==> src/rtl/ffe_weight_loader_pkg.sv <==
// Shared types and constants for the FFE weight-memory loader.
// Broadcast support is enabled by defining FFE_LOADER_BCAST_EN.
package ffe_loader_pkg;

  localparam int FFE_LENGTH = 10;
  localparam int FFE_WIDTH  = 16;
  localparam int FFE_WPREC  = 10;

  localparam int WR_COUNT_W = 16;
  localparam logic INST_MODE_WRITE = 1'b0;

  typedef enum logic [1:0] {
    IDLE    = 2'd0,
    SETUP   = 2'd1,
    EXEC    = 2'd2,
    RELEASE = 2'd3
  } loader_state_t;

endpackage

==> src/rtl/ffe_weight_loader_if.sv <==
// Valid/ready request channel into the FFE weight loader.
// req_bcast is only honoured when FFE_LOADER_BCAST_EN is defined.
interface ffe_weight_loader_if
  import ffe_loader_pkg::*;
#(
  parameter int DW    = $clog2(FFE_LENGTH),
  parameter int WW    = $clog2(FFE_WIDTH),
  parameter int WPREC = FFE_WPREC
) ();

  logic             req_valid;
  logic             req_ready;
  logic [DW-1:0]    req_depth;
  logic [WW-1:0]    req_width;
  logic [WPREC-1:0] req_value;
  logic             req_bcast;

  modport master (
    output req_valid,
    output req_depth,
    output req_width,
    output req_value,
    output req_bcast,
    input  req_ready
  );

  modport slave (
    input  req_valid,
    input  req_depth,
    input  req_width,
    input  req_value,
    input  req_bcast,
    output req_ready
  );

endinterface

==> src/rtl/ffe_weight_loader.sv <==
// Sequences single or broadcast writes into the FFE weight memory.
// Define FFE_LOADER_BCAST_EN to enable the all-slice broadcast mode.
module ffe_weight_loader
  import ffe_loader_pkg::*;
#(
  parameter int LENGTH = FFE_LENGTH,
  parameter int WIDTH  = FFE_WIDTH,
  parameter int WPREC  = FFE_WPREC,
  parameter int DW     = $clog2(LENGTH),
  parameter int WW     = $clog2(WIDTH)
) (
  input  logic                  clk_adc,
  input  logic                  rst,
  ffe_weight_loader_if.slave    req,
  output logic [WW+DW:0]        wme_ffe_inst,
  output logic [WPREC-1:0]      wme_ffe_data,
  output logic                  wme_ffe_exec,
  output logic                  busy,
  output logic                  done,
  output logic                  req_err,
  output logic [WR_COUNT_W-1:0] wr_count
);

  localparam logic [1:0] S_IDLE    = IDLE;
  localparam logic [1:0] S_SETUP   = SETUP;
  localparam logic [1:0] S_EXEC    = EXEC;
  localparam logic [1:0] S_RELEASE = RELEASE;

  localparam logic [DW:0] LEN_L = (DW+1)'(LENGTH);

  logic [1:0]    state;
  logic [1:0]    state_nx;
  logic          ready_q;
  logic          accept;
  logic          bad_depth;
  logic          more;
  logic [WW-1:0] width_sel;

  assign accept    = req.req_valid && ready_q;
  assign bad_depth = {1'b0, req.req_depth} >= LEN_L;
  assign busy      = (state != S_IDLE);
  assign req.req_ready = ready_q;

`ifdef FFE_LOADER_BCAST_EN
  localparam logic [WW-1:0] W_LAST = WW'(WIDTH - 1);

  logic          bcast_q;
  logic [WW-1:0] widx;

  assign width_sel = req.req_bcast ? '0 : req.req_width;
  assign more      = bcast_q && (widx != W_LAST);

  // Slice counter walks 0..WIDTH-1 during a broadcast
  always_ff @(posedge clk_adc) begin
    if (rst) begin
      bcast_q <= 1'b0;
      widx    <= '0;
    end else if (accept && !bad_depth) begin
      bcast_q <= req.req_bcast;
      widx    <= width_sel;
    end else if (state == S_RELEASE && more) begin
      widx    <= widx + WW'(1);
    end
  end
`else
  logic unused_bcast;

  assign unused_bcast = req.req_bcast;
  assign width_sel    = req.req_width;
  assign more         = 1'b0;
`endif

  always_comb begin
    state_nx = state;
    unique case (state)
      S_IDLE:    if (accept && !bad_depth) state_nx = S_SETUP;
      S_SETUP:   state_nx = S_EXEC;
      S_EXEC:    state_nx = S_RELEASE;
      S_RELEASE: state_nx = more ? S_SETUP : S_IDLE;
      default:   state_nx = S_IDLE;
    endcase
  end

  always_ff @(posedge clk_adc) begin
    if (rst) begin
      state        <= S_IDLE;
      ready_q      <= 1'b0;
      wme_ffe_inst <= '0;
      wme_ffe_data <= '0;
      wme_ffe_exec <= 1'b0;
      done         <= 1'b0;
      req_err      <= 1'b0;
      wr_count     <= '0;
    end else begin
      state        <= state_nx;
      ready_q      <= (state_nx == S_IDLE);
      wme_ffe_exec <= (state == S_SETUP);
      done         <= (state == S_EXEC) && !more;
      req_err      <= accept && bad_depth;
      if (state == S_SETUP && wr_count != '1)
        wr_count <= wr_count + WR_COUNT_W'(1);
      // Inst/data move only on entry to SETUP, so they bracket exec
      if (accept && !bad_depth) begin
        wme_ffe_inst <= {INST_MODE_WRITE, width_sel, req.req_depth};
        wme_ffe_data <= req.req_value;
      end
`ifdef FFE_LOADER_BCAST_EN
      else if (state == S_RELEASE && more) begin
        wme_ffe_inst <= {INST_MODE_WRITE, widx + WW'(1),
                         wme_ffe_inst[DW-1:0]};
      end
`endif
    end
  end

endmodule

==> src/flat_wrapper.sv <==
// flat-port wrapper written by rule: the top's interface ports become plain ports
module ffe_weight_loader_flat import ffe_loader_pkg::*;
#(
  parameter int LENGTH = FFE_LENGTH,
  parameter int WIDTH  = FFE_WIDTH,
  parameter int WPREC  = FFE_WPREC,
  parameter int DW     = $clog2(LENGTH),
  parameter int WW     = $clog2(WIDTH)
)
  (clk_adc, rst, wme_ffe_inst, wme_ffe_data, wme_ffe_exec, busy, done, req_err, wr_count, req_req_valid, req_req_depth, req_req_width, req_req_value, req_req_bcast, req_req_ready);
  ffe_weight_loader_if #(.DW(DW), .WW(WW), .WPREC(WPREC)) req_i ();
  input  logic clk_adc;
  input  logic rst;
  output logic [WW+DW:0] wme_ffe_inst;
  output logic [WPREC-1:0] wme_ffe_data;
  output logic wme_ffe_exec;
  output logic busy;
  output logic done;
  output logic req_err;
  output logic [WR_COUNT_W-1:0] wr_count;
  input wire logic [$bits(req_i.req_valid)-1:0] req_req_valid;
  input wire logic [$bits(req_i.req_depth)-1:0] req_req_depth;
  input wire logic [$bits(req_i.req_width)-1:0] req_req_width;
  input wire logic [$bits(req_i.req_value)-1:0] req_req_value;
  input wire logic [$bits(req_i.req_bcast)-1:0] req_req_bcast;
  output wire logic [$bits(req_i.req_ready)-1:0] req_req_ready;
  assign req_i.req_valid = req_req_valid;
  assign req_i.req_depth = req_req_depth;
  assign req_i.req_width = req_req_width;
  assign req_i.req_value = req_req_value;
  assign req_i.req_bcast = req_req_bcast;
  assign req_req_ready = req_i.req_ready;
  ffe_weight_loader #(.LENGTH(LENGTH), .WIDTH(WIDTH), .WPREC(WPREC), .DW(DW), .WW(WW)) u_core (.clk_adc(clk_adc), .rst(rst), .req(req_i), .wme_ffe_inst(wme_ffe_inst), .wme_ffe_data(wme_ffe_data), .wme_ffe_exec(wme_ffe_exec), .busy(busy), .done(done), .req_err(req_err), .wr_count(wr_count));
endmodule
==> config.mk <==
export PLATFORM = sky130hd
export DESIGN_NAME = ffe_weight_loader_flat
export DESIGN_NICKNAME = d
export VERILOG_FILES = /design/src/rtl/ffe_weight_loader_pkg.sv /design/src/rtl/ffe_weight_loader_if.sv /design/src/rtl/ffe_weight_loader.sv /design/src/flat_wrapper.sv
export SDC_FILE = /design/constraint.sdc
export NUM_CORES = 1
export LEC_CHECK = 0
export ABC_AREA = 1
export BUFFER_PORTS_ARGS = -buffer_cell sky130_fd_sc_hd__buf_2
export CAP_MARGIN = 25
export CORE_MARGIN = 2
export CORE_UTILIZATION = 53
export CTS_BUF_LIST = sky130_fd_sc_hd__clkbuf_16
export CTS_CLUSTER_SIZE = 20
export DETAILED_ROUTE_END_ITERATION = 10
export PLACE_DENSITY_LB_ADDON = 0.08
export SKIP_LAST_GASP = 1
export SYNTH_ARGS = -nofsm -noshare
export SYNTH_HDL_FRONTEND = slang
export SYNTH_SLANG_ARGS = --single-unit
==> constraint.sdc <==
create_clock -name clk_adc -period 2.4 [get_ports clk_adc]
set_input_delay 0.48 -clock clk_adc [delete_from_list [all_inputs] [get_ports clk_adc]]
set_output_delay 0.48 -clock clk_adc [all_outputs]
set_load 0.05 [all_outputs]
==> results of run 1 <==
-- stage by stage --
| stage | power, mW | cells | util [%] |
|---|---|---|---|
| 6_report | 2.212 | 362 | 68.71 |
| 5_1_grt | 2.328 | 362 | 68.71 |
| 4_1_cts | 2.238 | 362 | 68.71 |
| 3_5_place_dp | 1.510 | 354 | 63.76 |
| 3_3_place_gp | 1.498 | 354 | 63.76 |
| 2_1_floorplan | 1.376 | 257 | - |
-- state kept, by name, summed over array words and instances (netlist names) --
register and cells:
u_core.wr_count 16, u_core.wme_ffe_data 10, u_core.wme_ffe_inst 8, u_core.state 2, u_core.done 1, u_core.req.req_ready 1
u_core.req_err 1, u_core.wme_ffe_exec 1
-- metal layers --
| layer | vias to the layer above | GRT usage [%] | routed length (microns) |
|---|---|---|---|
| met5 | - | 0 | 0 |
| met1 | 776 | 22.44 | 1686 |
| met4 | 0 | 6.667 | 22 |
| li1 | 917 | - | - |
| met3 | 2 | 6.126 | 201 |
| met2 | 42 | 37.36 | 1897 |
-- area by class of cell --
| cell class | count | share of cell area (%) |
|---|---|---|
| Clock buffer | 5 | 5.501 |
| Inverter | 22 | 3.630 |
| Multi-Input combinational cell | 186 | 38.12 |
| Sequential cell | 40 | 35.20 |
| Tap cell | 46 | 2.530 |
| Clock inverter | 3 | 1.705 |
| Timing Repair Buffer | 60 | 13.31 |
-- path summary, 6_finish.rpt --
path                               start                endpoint  slack, ns
hold reg to reg   u_core.wme_ffe_inst[3]  u_core.wme_ffe_inst[3]       0.47
hold / removal          req_req_value[1]  u_core.wme_ffe_data[1]       0.45
setup / recovery      u_core.wr_count[0]     u_core.wr_count[15]       0.65
setup reg to reg      u_core.wr_count[0]     u_core.wr_count[15]       0.65
-- placed cells by master (no fill, tap or decap) --
cell type and n:
clkbuf_16 5, o21ai_0 22, inv_1 22, buf_4 1
nand2_2 3, xnor2_1 2, inv_2 1, nand4_1 4
a21oi_1 11, nor2_1 66, dfxtp_1 40, clkinv_2 1
xor2_1 4, o21ai_2 1, o21ai_1 1, nor3_1 2
nand2_1 49, ha_1 5, nand3_1 12, nor2_4 1
bufinv_16 1, conb_1 1, buf_2 59, nor2_2 2
-- cells in the mapped netlist --
library cell | number | area share (%)
nor2_1 | 66 | 14
nand2_1 | 49 | 10
dfxtp_1 | 40 | 44
o21ai_0 | 22 | 6.1
inv_1 | 21 | 4.4
nand3_1 | 12 | 3.3
a21oi_1 | 11 | 3.0
clkbuf_1 | 5 | 1.0
ha_1 | 5 | 3.5
nand4_1 | 4 | 1.4
xor2_1 | 4 | 1.9
nand2_2 | 3 | 1.0
buf_4 | 2 | 0.83
buf_6 | 2 | 1.2
nor2_2 | 2 | 0.69
nor3_1 | 2 | 0.55
xnor2_1 | 2 | 0.97
conb_1 | 1 | 0.21
inv_2 | 1 | 0.21
nor2_4 | 1 | 0.62
o21ai_1 | 1 | 0.28
o21ai_2 | 1 | 0.48
-- cell families after synthesis --
group           share of synthesized area, %
compound gates                         9.903
xor+xnor                               2.909
other cells                           0.2076
simple gates                           31.51
buf+inv                                7.687
flops                                  44.32
fa+ha+maj                              3.463
-- power groups by stage --
stage | combinational [mW] | sequential (mW) | clock (mW)
6_report | 0.687 | 0.802 | 0.723
5_1_grt | 0.753 | 0.815 | 0.760
4_1_cts | 0.694 | 0.803 | 0.740
3_5_place_dp | 0.693 | 0.817 | 0
3_3_place_gp | 0.683 | 0.815 | 0
2_1_floorplan | 0.310 | 1.07 | 0
-- worst max-delay path: cells and delay by family, from the launching register on --
kind	cells	cell delay, ns
adder cells (fa/ha/maj)	1	0.24
AND/OR/NAND/NOR	6	0.51
AO/OA/AOI/OAI	1	0.47
flip-flops	1	0.43
==> results.sh, run 1 <==
export IMPL_synth_cells=257
export IMPL_die_w_microns=62.39
export IMPL_switchingPower_mw=0.8119
export IMPL_regArea_sq_um=800.8
export IMPL_syn_to_final_growth_pct=25.90
export IMPL_core_sq_mm=0.003311
export IMPL_setup_tns_ns=0
export IMPL_clock_fmax_mhz=572.3
export IMPL_clkTransAtPathRegs_ns=0.06
export IMPL_clkPwrFrac_pct=32.7
export IMPL_via_count=1737
export IMPL_wl_mm=3.807
export IMPL_gp_congestion=0.8248
export IMPL_finalNetCount=342
export IMPL_switching_share_pct=36.70
export IMPL_setup_viol=0
export IMPL_max_vdd_ir_drop_uv=758.0
export IMPL_clock_root_buffer="clkbuf_16"
export IMPL_via_per_inst=4.798
export IMPL_grt_max_degree=26
export IMPL_synth_nets=284
export IMPL_dpl_worst_slack_ns=0.6508
export IMPL_crit_path_end_kind="flop"
export IMPL_max_slew_margin_rel_pct=58.98
export IMPL_wl_per_cell_microns=10.52
export IMPL_cts_tree="built"
export IMPL_die_h_microns=62.39
export IMPL_ys_seq_area_share_pct=44.32
export IMPL_status="finished, final reports clean"
export IMPL_clk_path_buf_depth=2
export IMPL_num_fill_cells=333
export IMPL_seqPwrFrac_pct=36.3
export IMPL_syn_mean_instance_area_sq_um=7.030
export IMPL_ant_nets=0
export IMPL_dr_pass1_iters=6
export IMPL_cts_sinks=40
export IMPL_grtUsageTotal_pct=20.37
export IMPL_cp_common_cell="nor2_1"
export IMPL_drv_slew=0
export IMPL_die_area_sq_mm=0.003892
export IMPL_crit_slowest_cell="o21ai_2"
export IMPL_synth_seq_cells=40
export IMPL_grt_pass1_wl_mm=6.437
export IMPL_drive_above_1_share_pct=23.73
export IMPL_synth_area_sq_mm=0.001807
export IMPL_io_buffers=59
export IMPL_critical_path_required_ns=2.57
export IMPL_drt_iter0_drc=87
export IMPL_cts_made_buffers=5
export IMPL_min_path_cells=3
export IMPL_antenna_found_initial=0
export IMPL_worst_slew_pin_slew_ns=0.6145
export IMPL_dpl_cell_area_sq_mm=0.002111
export IMPL_power_density_mw_per_mm2=972.6
export IMPL_power_internal_mw=1.400
export IMPL_cts_setup_buffers=0
export IMPL_overflow=0
export IMPL_p_leak_nw=1.048
export IMPL_post_cts_resized=0
export IMPL_min_period_ns=1.747
export IMPL_critPathMaxStageDelay_ns=0.47
export IMPL_crit_path_start_kind="flop"
export IMPL_cts_hold_buf=0
export IMPL_whs_ns=0.4486
export IMPL_grt_pass1_vias=1576
export IMPL_fin_skew_ns=0.003105
export IMPL_r2r_cells=8
export IMPL_path_cells="ha_1 -> nand2_1 -> nor2_2 -> nand2_2 -> o21ai_2 -> nor2_1 -> nor2_1 -> nor2_1"
export IMPL_ys_types=22
export IMPL_multi_input_area_sq_um=867.1
export IMPL_rsz0062_at_grt="false"
export IMPL_clk_insertion_delay_late_ns=0.28
export IMPL_drc_errors=0
export IMPL_fin_ws_ns=0.6528
export IMPL_crit_path_max_fanout=12
export IMPL_period_share_pct=72.80
export IMPL_yosysWarnings=0
export IMPL_final_cell_area_sq_mm=0.002275
export IMPL_initial_core_util_pct=54.57
export IMPL_drv_cap=0
export IMPL_diodes=0
export IMPL_cts_htree_levels=2
export IMPL_pin_count=62
export IMPL_power_frac_comb_pct=31.0
export IMPL_num_rows=21
export IMPL_hp_class="input port to flop"
export IMPL_path_class="flop to flop"
export IMPL_hpwl_mm=2.704
export IMPL_final_hold_viol_count=0
export IMPL_critical_path_arrival_ns=1.92
No activity file was read; power rests on OpenSTA's default activity.
==> run 2, diff against run 1 <==
--- a/config.mk
+++ b/config.mk
@@ -9,7 +9,7 @@
 export BUFFER_PORTS_ARGS = -buffer_cell sky130_fd_sc_hd__buf_2
 export CAP_MARGIN = 25
 export CORE_MARGIN = 2
-export CORE_UTILIZATION = 53
+export CORE_UTILIZATION = 49
 export CTS_BUF_LIST = sky130_fd_sc_hd__clkbuf_16
 export CTS_CLUSTER_SIZE = 20
 export DETAILED_ROUTE_END_ITERATION = 10
==> constraint.sdc (replaced) <==
create_clock -name clk_adc -period 1.67 [get_ports clk_adc]
set_input_delay 0.334 -clock clk_adc [delete_from_list [all_inputs] [get_ports clk_adc]]
set_output_delay 0.334 -clock clk_adc [all_outputs]
set_load 0.05 [all_outputs]
==> results.sh, run 2 (synthesis results as in run 1) <==
export IMPL_num_fill_cells=349
export IMPL_wl_mm=3.892
export IMPL_critical_path_arrival_ns=1.19
export IMPL_top_layer="met4"
export IMPL_gp_congestion=0.8643
export IMPL_cts_made_buffers=5
export IMPL_core_sq_mm=0.003606
export IMPL_initial_core_util_pct=50.10
export IMPL_final_cell_mix="65 x nor2_1, 59 x buf_2, 49 x nand2_1, 38 x dfxtp_1"
export IMPL_reg2reg_slack_ns=0.14
export IMPL_clk_insertion_delay_late_ns=0.28
export IMPL_dr_pass1_iters=4
export IMPL_whs_ns=0.2988
export IMPL_antenna_found_initial=0
export IMPL_wl_met1_mm=1.839
export IMPL_critPathMaxStageDelay_ns=0.33
export IMPL_cts_htree_levels=2
export IMPL_crit_path_start_kind="flop"
export IMPL_cts_tree="built"
export IMPL_pin_count=62
export IMPL_grt_pass1_wl_mm=6.292
export IMPL_clock_root_buffer="clkbuf_16"
export IMPL_cp_common_cell="inv_1"
export IMPL_drt_iter0_drc=76
export IMPL_die_h_microns=64.72
export IMPL_status="finished, final reports clean"
export IMPL_largest_reg_flops=16
export IMPL_drv_cap=0
export IMPL_via_per_inst=4.675
export IMPL_final_hold_viol_count=0
export IMPL_cts_sinks=40
export IMPL_seqPwrFrac_pct=35.5
export IMPL_power_internal_mw=2.071
export IMPL_top_regs="u_core.wr_count (16), u_core.wme_ffe_data (10), u_core.wme_ffe_inst (8)"
export IMPL_clock_fmax_mhz=654.4
export IMPL_hpwl_mm=2.806
export IMPL_grt_max_degree=19
export IMPL_crit_slowest_cell="dfxtp_1"
export IMPL_crit_buf_inv=3
export IMPL_power_frac_comb_pct=32.4
export IMPL_power_density_mw_per_mm2=1384
export IMPL_drive_above_1_share_pct=26.54
export IMPL_wl_per_cell_microns=10.46
export IMPL_final_common_cell="nor2_1"
export IMPL_crit_family="buffers and inverters"
export IMPL_syn_to_final_growth_pct=30.33
export IMPL_cts_hold_buf=0
export IMPL_io_buffers=59
export IMPL_setup_viol=0
export IMPL_drv_slew=0
export IMPL_min_period_ns=1.528
export IMPL_rsz0062_at_grt="false"
export IMPL_crit_path_max_fanout=4
export IMPL_wl_met2_mm=1.819
export IMPL_fin_skew_ns=0.003829
export IMPL_die_w_microns=64.72
export IMPL_critical_path_required_ns=1.34
export IMPL_grtUsageTotal_pct=18.98
export IMPL_overflow=0
export IMPL_path_cells="inv_1 -> ha_1 -> inv_1 -> buf_2"
export IMPL_crit_path_end_kind="output pin"
export IMPL_hp_class="input port to flop"
export IMPL_clk_path_buf_depth=2
export IMPL_grt_pass1_vias=1446
export IMPL_diodes=0
export IMPL_path_class="flop to output pin"
export IMPL_switchingPower_mw=1.188
export IMPL_max_vdd_ir_drop_uv=867.6
export IMPL_die_area_sq_mm=0.004189
export IMPL_clkPwrFrac_pct=32.1
export IMPL_wl_met3_microns=197
export IMPL_finalNetCount=350
export IMPL_num_rows=22
export IMPL_top_register="u_core.wr_count"
export IMPL_p_leak_nw=1.092
export IMPL_via_count=1739
export IMPL_switching_share_pct=36.45
export IMPL_clkTransAtPathRegs_ns=0.06
export IMPL_setup_tns_ns=0
export IMPL_period_share_pct=91.51
export IMPL_ant_nets=0
export IMPL_drc_errors=0
run 2: what timing repair did:
action,CTS,global route
endpoints found under the setup margin,0,5
buffers inserted,0,1
resized for setup,0,1
endpoints found under the hold margin,0,0
run 2: layer usage:
| metal | up-vias | global-route usage [%] |
|---|---|---|
| met4 | 0 | 6.383 |
| met2 | 40 | 29.38 |
| met1 | 753 | 25.82 |
| li1 | 941 | - |
| met5 | - | 0 |
| met3 | 5 | 4.688 |
run 2: worst reg2reg max path, cell delays in order (launching register included):
cell and delay [ns]:
dfxtp_2 0.38, ha_1 0.21, nand2_1 0.09, nor2_2 0.09, nand2_2 0.10, nor2_2 0.16, nor2_4 0.06, buf_12 0.14
a21oi_1 0.13, nor2_1 0.06
run 2: final cells by class:
cell class	instances	area, sq um	share of cell area [%]
clock inverter	3	38.79	1.647
tap	48	60.06	2.550
clock buffer	5	125.1	5.313
multi-input combinational	186	869.6	36.93
timing repair buffer	68	375.4	15.94
sequential	40	803.3	34.11
inverter	22	82.58	3.507
run 2: power by group through the flow:
| stage | Combinational (mW) | Sequential [mW] | Clock, mW |
|---|---|---|---|
| floorplan | 0.446 | 1.54 | 0 |
| global placement | 1.02 | 1.17 | 0 |
| detailed placement | 1.03 | 1.18 | 0 |
| CTS | 1.03 | 1.16 | 1.07 |
| global route | 1.15 | 1.17 | 1.11 |
| finish | 1.06 | 1.16 | 1.05 |
run 2: worst paths after layout:
check,from,end,cells after the start
max,u_core.state[0],busy,4
min,req_req_width[2],u_core.wme_ffe_inst[6],3
max reg2reg,u_core.wr_count[0],u_core.wr_count[13],9
min reg2reg,u_core.wme_ffe_inst[3],u_core.wme_ffe_inst[3],2
run 2: metrics by stage:
stage	area, sq um	util [%]	power (mW)	setup slack [ns]	cells
global route	2355	65.30	3.429	0.01280	372
detailed placement	2168	60.13	2.206	0.1262	363
finish	2355	65.30	3.259	0.1418	372
floorplan	1809	-	1.982	0.01931	257
CTS	2332	64.68	3.261	0.09390	371
global placement	2168	60.13	2.193	0.1471	363
